==> config.mk <==
export PLATFORM = sky130hd
export DESIGN_NAME = stream_word_packer
export DESIGN_NICKNAME = d
export VERILOG_FILES = /design/src/rtl/stream_word_packer_pkg.sv /design/src/rtl/stream_word_packer_beat_reg.sv /design/src/rtl/stream_word_packer.sv
export SDC_FILE = /design/constraint.sdc
export NUM_CORES = 2
export LEC_CHECK = 0
export CELL_PAD_IN_SITES_DETAIL_PLACEMENT = 0
export CELL_PAD_IN_SITES_GLOBAL_PLACEMENT = 1
export CORE_AREA = 2 2 316 318
export CTS_CLUSTER_DIAMETER = 150
export DETAILED_ROUTE_END_ITERATION = 12
export DIE_AREA = 0 0 318 320
export HOLD_SLACK_MARGIN = 0.15
export PLACE_DENSITY = 0.75
export SLEW_MARGIN = 20
export SYNTH_ARGS = -nofsm -noshare
export SYNTH_HDL_FRONTEND = slang
export SYNTH_HIERARCHICAL = 1
export SYNTH_SLANG_ARGS = --single-unit
==> constraint.sdc <==
create_clock -name clk -period 19.65 [get_ports clk]
set_input_delay 1.965 -clock clk [delete_from_list [all_inputs] [get_ports clk]]
set_output_delay 1.965 -clock clk [all_outputs]
set_load 0.01 [all_outputs]
==> src/rtl/stream_word_packer_pkg.sv <==
`default_nettype none
// ============================================================================
//  Module      : stream_pack_pkg
//  Description : Shared defaults, lane helper and lane-count field type for
//                the stream word packer.
//  Revision    : 1.0 - initial release
// ============================================================================
package stream_pack_pkg;

    localparam int WORD_WIDTH_DEFAULT = 32;
    localparam int DATA_WIDTH_DEFAULT = 512;

    function automatic int lanes(input int dw, input int ww);
        return dw / ww;
    endfunction

    // Lane-count field for the default geometry (holds 1..N inclusive).
    typedef logic [$clog2(DATA_WIDTH_DEFAULT / WORD_WIDTH_DEFAULT):0] lane_count_t;

endpackage
`default_nettype wire

==> src/rtl/stream_word_packer_beat_reg.sv <==
`default_nettype none
// ============================================================================
//  Module      : stream_beat_reg
//  Description : One-entry avail/ready holding register for a packed beat
//                (data + last + count); a load replaces the entry on drain.
//  Revision    : 1.0 - initial release
// ============================================================================
module stream_beat_reg #(
    parameter int DATA_WIDTH  = 512,
    parameter int COUNT_WIDTH = 5
) (
    input  logic                   clk,
    input  logic                   reset,
    input  logic                   load,
    input  logic [DATA_WIDTH-1:0]  load_data,
    input  logic                   load_last,
    input  logic [COUNT_WIDTH-1:0] load_count,
    input  logic                   out_ready,
    output logic                   out_avail,
    output logic [DATA_WIDTH-1:0]  out_data,
    output logic                   out_last,
    output logic [COUNT_WIDTH-1:0] out_count
);

    logic                   r_avail;
    logic [DATA_WIDTH-1:0]  r_data;
    logic                   r_last;
    logic [COUNT_WIDTH-1:0] r_count;

    // The caller only loads when the slot is empty or draining this cycle.
    always_ff @(posedge clk or posedge reset) begin
        if (reset) begin
            r_avail <= 1'b0;
            r_data  <= '0;
            r_last  <= 1'b0;
            r_count <= '0;
        end else if (load) begin
            r_avail <= 1'b1;
            r_data  <= load_data;
            r_last  <= load_last;
            r_count <= load_count;
        end else if (out_ready) begin
            r_avail <= 1'b0;
        end
    end

    assign out_avail = r_avail;
    assign out_data  = r_data;
    assign out_last  = r_last;
    assign out_count = r_count;

endmodule
`default_nettype wire

==> src/rtl/stream_word_packer.sv <==
`default_nettype none
// ============================================================================
//  Module      : stream_word_packer
//  Description : Packs narrow host words into wide avail/ready beats; in_last
//                flushes a zero-padded partial beat.
//                Optional macro STREAM_PACK_BEAT_COUNT_EN adds beat_count.
//  Revision    : 1.0 - initial release
// ============================================================================
module stream_word_packer
    import stream_pack_pkg::*;
#(
    parameter int C_DATA_WIDTH = DATA_WIDTH_DEFAULT,
    parameter int C_WORD_WIDTH = WORD_WIDTH_DEFAULT
) (
    input  logic                    clk,
    input  logic                    reset,
    output logic                    in_ready,
    input  logic                    in_avail,
    input  logic [C_WORD_WIDTH-1:0] in_data,
    input  logic                    in_last,
    input  logic                    out_ready,
    output logic                    out_avail,
    output logic [C_DATA_WIDTH-1:0] out_data,
    output logic                    out_last,
    output logic [$clog2(lanes(C_DATA_WIDTH, C_WORD_WIDTH)):0] out_count
`ifdef STREAM_PACK_BEAT_COUNT_EN
    ,
    output logic [31:0]             beat_count
`endif
);

    localparam int c_LANES = lanes(C_DATA_WIDTH, C_WORD_WIDTH);
    localparam int c_IDX_W = $clog2(c_LANES);
    localparam int c_CNT_W = c_IDX_W + 1;
    localparam logic [c_IDX_W-1:0] c_LAST_IDX = c_IDX_W'(c_LANES - 1);

    if (C_DATA_WIDTH % C_WORD_WIDTH != 0) begin : g_chk_ratio
        $error("stream_word_packer: C_DATA_WIDTH must be a multiple of C_WORD_WIDTH");
    end
    if (c_LANES < 2) begin : g_chk_lanes
        $error("stream_word_packer: at least two lanes are required");
    end

    logic [C_WORD_WIDTH-1:0] r_acc [c_LANES];
    logic [c_IDX_W-1:0]      r_idx;
    logic                    w_out_avail;
    logic                    w_in_ready;
    logic                    w_accept;
    logic                    w_complete;
    logic [C_DATA_WIDTH-1:0] w_beat;
    logic [c_CNT_W-1:0]      w_count;

    assign w_in_ready = !w_out_avail || out_ready;
    assign w_accept   = in_avail && w_in_ready;
    assign w_complete = w_accept && ((r_idx == c_LAST_IDX) || in_last);
    assign w_count    = {1'b0, r_idx} + c_CNT_W'(1);
    assign in_ready   = w_in_ready;
    assign out_avail  = w_out_avail;

    // Completed beat: stored lanes below idx, the incoming word at idx, zeros above.
    for (genvar k = 0; k < c_LANES; k++) begin : g_lane
        assign w_beat[k*C_WORD_WIDTH +: C_WORD_WIDTH] =
            (c_IDX_W'(k) == r_idx) ? in_data :
            (c_IDX_W'(k) <  r_idx) ? r_acc[k] : '0;
    end

    always_ff @(posedge clk or posedge reset) begin
        if (reset) begin
            r_idx <= '0;
            for (int k = 0; k < c_LANES; k++) r_acc[k] <= '0;
        end else if (w_accept) begin
            if (w_complete) begin
                r_idx <= '0;
                for (int k = 0; k < c_LANES; k++) r_acc[k] <= '0;
            end else begin
                r_acc[r_idx] <= in_data;
                r_idx        <= r_idx + c_IDX_W'(1);
            end
        end
    end

    stream_beat_reg #(
        .DATA_WIDTH  (C_DATA_WIDTH),
        .COUNT_WIDTH (c_CNT_W)
    ) u_beat_reg (
        .clk        (clk),
        .reset      (reset),
        .load       (w_complete),
        .load_data  (w_beat),
        .load_last  (in_last),
        .load_count (w_count),
        .out_ready  (out_ready),
        .out_avail  (w_out_avail),
        .out_data   (out_data),
        .out_last   (out_last),
        .out_count  (out_count)
    );

`ifdef STREAM_PACK_BEAT_COUNT_EN
    logic [31:0] r_beat_count;

    always_ff @(posedge clk or posedge reset) begin
        if (reset) begin
            r_beat_count <= '0;
        end else if (w_out_avail && out_ready) begin
            r_beat_count <= r_beat_count + 32'd1;
        end
    end

    assign beat_count = r_beat_count;
`endif

endmodule
`default_nettype wire

Word-level counts from Yosys, hierarchy flattened
Cells that the tools add are included.

Add/sub/neg operators: 2. $lt $le $gt $ge: 18. Equal/unequal tests: 16. Mux-type cells: 39. Bitwise logic cells: 1. Reduce and logical (&&, ||, !) cells: 8.

Operators by type and width (count): 32-bit 2-to-1 mux (33); 512-bit bitwise mux (1); 512-bit 2-to-1 mux (1); 32-bit demux with 4-bit select (1); 4-bit == test, first input constant (8); 4-bit less-than comparator, first input constant (8); 3-bit by 4-bit == test with 1-bit output, first input constant (4); 3-bit by 4-bit less-than comparator with 1-bit output, first input constant (4); 2-bit by 4-bit == test with 1-bit output, first input constant (2); 1-bit by 4-bit less-than comparator with 1-bit output, first input constant (2); 2-bit by 4-bit less-than comparator with 1-bit output, first input constant (2); 4-bit by 1-bit adder with 5-bit output, second input constant (1); 5-bit >= comparator, second input constant (1); 5-bit by 1-bit less-than comparator with 1-bit output, second input constant (1); 4-bit inverter with 5-bit output (1); 4-bit by 1-bit adder with 4-bit output, second input constant (1); 1-bit by 4-bit == test with 1-bit output, first input constant (1); 4-bit == test, second input constant (1); 4-bit zero test (1); 4-bit 2-to-1 mux (1); 1-bit logical AND (3); 1-bit logical OR (2); 1-bit 2-to-1 mux (2); 2-bit nonzero test (1); 1-bit zero test (1).

Bits in registers: 1035. Logic and storage cells: 105.

Depth between registers and ports, before layout
Depth in word-level cells: 7. Depth in mapped cells: 10. Gate-level depth less buffers: 6.

Modules after synthesis
Netlist, hierarchy kept.

By module, submodules not included: stream_word_packer (instances 1, cells each 2361, area an instance 24597.3 µm², seq. area each 12111.6 µm²); stream_beat_reg (instances 1, cells each 1098, area an instance 19484.9 µm², seq. area each 12987.5 µm²).

Worst setup path after synthesis
No wires, ideal clock.

Path kind: input-to-output. Start: input port out_ready. End: output port in_ready. Arrival: 2581 ps. Required time: 17685 ps. Setup slack: 15104 ps. Stages on the path: 4. Buffers on the path: 2. Cell sequence: nor2b_4 > inv_1 > buf_4 > buf_4.

Cells in the longest elaborated chain, start to end: 1.

Ends and longest elaborated chain: from (decl) (line stream_word_packer.sv:21) `input logic out_ready,`; 1-bit logical OR (line stream_word_packer.sv:53) `assign w_in_ready = !w_out_avail || out_ready;`; to (decl) (line stream_word_packer.sv:17) `output logic in_ready,`.

Every way passes these cells.

Final worst setup path
Start: input port out_ready. End: register u_beat_reg.r_data[108] (netlist: u_beat_reg/out_data[108]).

Cells in the longest elaborated chain, start to end: 3.

Ends and longest elaborated chain: 1-bit logical OR (line stream_word_packer.sv:53); 1-bit logical AND (line stream_word_packer.sv:54) `assign w_accept = in_avail && w_in_ready;`; 1-bit logical AND (line stream_word_packer.sv:55) `assign w_complete = w_accept && ((r_idx == c_LAST_IDX) || in_last);`; via w_complete (line stream_word_packer.sv:49) `logic w_complete;`; to (signal assigned) (line stream_word_packer_beat_reg.sv:39) `r_data <= load_data;`; to (decl) (line stream_word_packer_beat_reg.sv:26) `logic [DATA_WIDTH-1:0] r_data;`.

The timed path passes the listed nets, and every way through them passes these cells. A chain may end at the register's enable or synchronous reset.

==> results_tabular.tex <==
\begin{tabular}{lr}
\hline
Metric & Value \\
\hline
\multicolumn{2}{l}{\textbf{STA}} \\
Peak Freq & 0.152 GHz \\
Worst-margin pin slew & roughly 1.3 ns \\
Time the worst path needs with I/O delays and setup & 6.60 ns \\
Worst-case clock skew & 0.0225 ns \\
Final hold slack & 0.490 ns \\
Normalized max-slew margin & 0.154 \\
Pins Over Slew Limit & 0 \\
Final setup slack of the worst path & 13.05 ns \\
Fin. Hold Viols & 0 \\
Setup repair after global routing missed its margin & no \\
TNS Setup & 0 ns \\
Final setup violation count & 0 \\
Final cycle utilization of the critical path & 0.336 \\
\multicolumn{2}{l}{\textbf{Clock network}} \\
Clock buffer count from CTS & 107 \\
Clock latency on the worst-skew pair & $\sim$0.7 ns \\
Buffers inserted during post-CTS setup optimization & 0 \\
Max Buffers Root-to-Sink & 3 \\
Number of H-tree levels & 3 \\
Quantity of gates resized following cts & 0 \\
Clock slew at the register clock pins of the worst setup and hold paths & 0.06 ns \\
CTS Sinks & 1,003 \\
CTS Hold Bufs & 0 \\
Root cell of the clock tree & sky130\_fd\_sc\_hd\_\_clkbuf\_16 \\
CTS tree & yes \\
\multicolumn{2}{l}{\textbf{Power and ir drop}} \\
Switch share & 0.269 \\
Combinational power share & 0.136 \\
Clock network fraction of design power & 0.411 \\
Share of total power in sequential cells & 0.453 \\
P\_int & 3.66 mW \\
Worst voltage drop across the vdd grid & 0.0000725 V \\
Power spent charging and discharging nets & approximately 1.3 mW \\
Leakage component of the power & 25.1 nW \\
Pwr per Cell Area & 93.1 nW/um\^{}2 \\
\multicolumn{2}{l}{\textbf{Finish}} \\
Number of nets in the final layout & 3,880 \\
Combined area of the multi-input logic cells & $\sim$17,000 sq um \\
Fill cell total of the finished layout & 8,296 \\
Syn-to-layout area delta & 21.9\% \\
Ratio of cells with drive above 1 in the final layout & 0.221 \\
Register area & 25,100 sq um \\
\multicolumn{2}{l}{\textbf{Floorplan}} \\
Horizontal die dimension & 318 um \\
Core region area & 98,000 sq um \\
Initial core utilization & 0.450 \\
Die outline area & 102,000 sq um \\
Number of rows in the core area & 115 \\
Number of primary I/O pins & 557 \\
Vertical extent of the die & 320 um \\
\multicolumn{2}{l}{\textbf{Synthesis}} \\
Number of enable-type register cells in the synthesized netlist & 0 \\
Synthesized flop and latch total & 1,003 \\
Cell accounting for the most synthesized area & sky130\_fd\_sc\_hd\_\_dfrtp\_1 \\
Distinct cells, synth & 57 \\
Post-Synthesis Cell Area & 44,100 sq um \\
Syn Nets & 3,501 \\
Synth top area share & 0.569 \\
Proportion of synthesized flip-flops having asynchronous set or reset & 1.00 \\
Most frequent cell after synthesis & sky130\_fd\_sc\_hd\_\_dfrtp\_1 \\
Gate count after technology mapping & 3,459 \\
Syn Area/Cell & 12.7 sq um \\
Top cells by area, synth & sky130\_fd\_sc\_hd\_\_dfrtp\_1 (57\%), sky130\_fd\_sc\_hd\_\_mux2\_2 (13\%), sky130\_fd\_sc\_hd\_\_a22o\_1 (12\%) \\
Total of warnings raised by yosys & 6 \\
Dominant register cell in the synthesized netlist & sky130\_fd\_sc\_hd\_\_dfrtp\_1 \\
Portion of the post-synthesis area used by sequential elements & 0.569 \\
Most numerous cell types in the synthesized netlist & sky130\_fd\_sc\_hd\_\_dfrtp\_1 (1,003), sky130\_fd\_sc\_hd\_\_a22o\_1 (622), sky130\_fd\_sc\_hd\_\_mux2\_2 (520) \\
\multicolumn{2}{l}{\textbf{Outcome}} \\
Result of the run & completed \\
\multicolumn{2}{l}{\textbf{Setup path}} \\
Data required, critical path & between 20 and 25 ns \\
Capture instance of the worst register-to-register path & u\_beat\_reg/out\_data[108]\$\_DFFE\_PP0P\_ \\
Critical path's largest stage delay & 0.86 ns \\
Kind of cell adding the most delay to the critical path & buffers and inverters \\
WP buf/inv & 7 \\
Type of the worst setup path & input pin to flip-flop \\
Cell-by-cell trace of the critical path & clkdlybuf4s50\_1, nor2b\_4, inv\_1, buf\_4, nand2\_1, nor2\_4, buf\_12, buf\_16, buf\_4, buf\_4, mux2\_2 \\
Crit path launch type & input pin \\
Cell occurring most often along the worst timing path & sky130\_fd\_sc\_hd\_\_buf\_4 \\
Signal arrival time at the worst endpoint & 7.17 ns \\
Critical Path End Type & flip-flop \\
Cell with the largest stage delay on the worst path & sky130\_fd\_sc\_hd\_\_buf\_4 \\
Launching point of the worst reg2reg path & r\_idx[0]\$\_DFFE\_PP0P\_ \\
Depth of the worst register-to-register path & 10 \\
Maximum fanout count along the critical path & 135 \\
Worst-case register-to-register setup slack & 14.22 ns \\
\multicolumn{2}{l}{\textbf{Detailed routing}} \\
Total wirelength of the detailed-routed design & 144,000 um \\
Remaining DRCs & 0 \\
DR vias/cell & 6.00 \\
Via count of the routed design & 31,237 \\
Number of nets with antenna violations after routing & 0 \\
DRC marker count from the first detailed-route iteration & about 3,100 \\
Wirelength per Cell & 27.7 um \\
Drt first pass iters & 5 \\
\multicolumn{2}{l}{\textbf{Min path}} \\
Hold\_sp & r\_acc[460]\$\_DFFE\_PP0P\_ \\
Hold path endpoint & r\_acc[460]\$\_DFFE\_PP0P\_ \\
Instance count along the most critical hold path & 1 \\
HP Class & flip-flop to flip-flop \\
\multicolumn{2}{l}{\textbf{Flow run}} \\
Max-cap violation count & 0 \\
\multicolumn{2}{l}{\textbf{Global routing}} \\
GRT overflow & 0 \\
Global routing usage summed across all routing layers & 0.279 \\
Vias in the first global route & 31,590 \\
Antenna violations before repair & 1 \\
Wire length of the first global-routing pass & 215,000 um \\
Largest net degree at the start of global routing & 197 \\
\multicolumn{2}{l}{\textbf{Placement}} \\
Worst slack at placement & 12.49 ns \\
Input/output buffers & 556 \\
Dpl hpwl & 92,400 um \\
Placer's final routability congestion estimate & 0.776 \\
\hline
\end{tabular}
[layer usage]
layer | part of all wire | GRT usage | vias up
met3 | 0.070 | 0.0524 | 185
li1 | - | - | 13425
met2 | 0.46 | 0.427 | 1290
met1 | 0.45 | 0.407 | 16335
met5 | 0.000090 | 0 | -
met4 | 0.023 | 0.0728 | 2
[through the flow]
stage	utilization	instance area (sq um)	instances	power, mW
after global routing	0.548	53700	5203	5.18
after global placement	0.511	50100	5013	2.97
after detailed placement	0.511	50100	5013	2.98
after floorplan	-	44100	3459	2.66
final	0.548	53700	5208	5.00
after CTS	0.547	53600	5200	5.03
[cells in the final DEF (no fill, tap or decap), types with 4 or more instances in the layout]
master / instances
sky130_fd_sc_hd__dfrtp_1: 1002
sky130_fd_sc_hd__a22o_1: 622
sky130_fd_sc_hd__clkdlybuf4s50_1: 554
sky130_fd_sc_hd__mux2_2: 520
sky130_fd_sc_hd__nand2_1: 354
sky130_fd_sc_hd__buf_4: 115
sky130_fd_sc_hd__clkbuf_16: 108
sky130_fd_sc_hd__a32o_1: 97
sky130_fd_sc_hd__o21ai_0: 67
sky130_fd_sc_hd__nand3_1: 65
sky130_fd_sc_hd__inv_1: 36
sky130_fd_sc_hd__nor2_1: 34
sky130_fd_sc_hd__and2_1: 32
sky130_fd_sc_hd__mux2i_1: 32
sky130_fd_sc_hd__o2bb2ai_1: 32
sky130_fd_sc_hd__clkbuf_1: 25
sky130_fd_sc_hd__nor2b_1: 20
sky130_fd_sc_hd__nor4b_1: 18
sky130_fd_sc_hd__a221o_1: 18
sky130_fd_sc_hd__clkbuf_8: 18
sky130_fd_sc_hd__clkinv_2: 15
sky130_fd_sc_hd__nor2b_2: 13
sky130_fd_sc_hd__bufinv_16: 9
sky130_fd_sc_hd__and3_1: 6
sky130_fd_sc_hd__diode_2: 5
sky130_fd_sc_hd__o211ai_2: 5
sky130_fd_sc_hd__nor3_4: 4
sky130_fd_sc_hd__nor3b_4: 4
sky130_fd_sc_hd__nor4_4: 4
[cell families after synthesis]
| family | Yosys count | share of synthesized area |
|---|---|---|
| adder cells (fa/ha/maj) | 5 | 0.00142 |
| XOR/XNOR | 2 | 0.000397 |
| AO/OA/AOI/OAI | 861 | 0.169 |
| multiplexers | 552 | 0.140 |
| buffers and inverters | 445 | 0.0548 |
| AND/OR/NAND/NOR | 591 | 0.0645 |
| flip-flops | 1003 | 0.569 |
[flip-flops by register name, summed over array words and instances (netlist names)]
| signal | cells |
|---|---|
| r_acc | 480 |
| r_idx | 4 |
| u_beat_reg/out_avail | 1 |
| u_beat_reg/out_count | 5 |
| u_beat_reg/out_data | 512 |
| u_beat_reg/out_last | 1 |
[power groups by stage]
stage                     Clock [mW]  Sequential [mW]  Combinational [mW]
after global placement             0             2.30               0.672
after global routing            2.17             2.28               0.727
after CTS                       2.09             2.26               0.682
after detailed placement           0             2.30               0.680
final                           2.06             2.27               0.679
after floorplan                    0             2.30               0.368
[area by class of cell]
type	count	area share
Clock inverter	36	0.00941
Timing Repair Buffer	676	0.122
Antenna cell	5	0.000233
Sequential cell	1003	0.467
Inverter	39	0.00300
Tap cell	1287	0.0300
Multi-Input combinational cell	2011	0.312
Clock buffer	151	0.0567
[how the worst max path moves through the flow]
| stage | startpoint | end | depth (start not counted) | slack [ns] |
|---|---|---|---|---|
| after floorplan | reset | u_beat_reg/out_avail$_DFFE_PP0P_ | 1 | 3.19 |
| after global placement | out_ready | u_beat_reg/out_data[495]$_DFFE_PP0P_ | 10 | 12.49 |
| after detailed placement | out_ready | u_beat_reg/out_data[108]$_DFFE_PP0P_ | 10 | 12.49 |
| after CTS | out_ready | u_beat_reg/out_data[49]$_DFFE_PP0P_ | 10 | 13.23 |
| after global routing | out_ready | u_beat_reg/out_data[49]$_DFFE_PP0P_ | 11 | 12.79 |
| final | out_ready | u_beat_reg/out_data[108]$_DFFE_PP0P_ | 11 | 13.05 |
(Power assumes the default switching activity.)
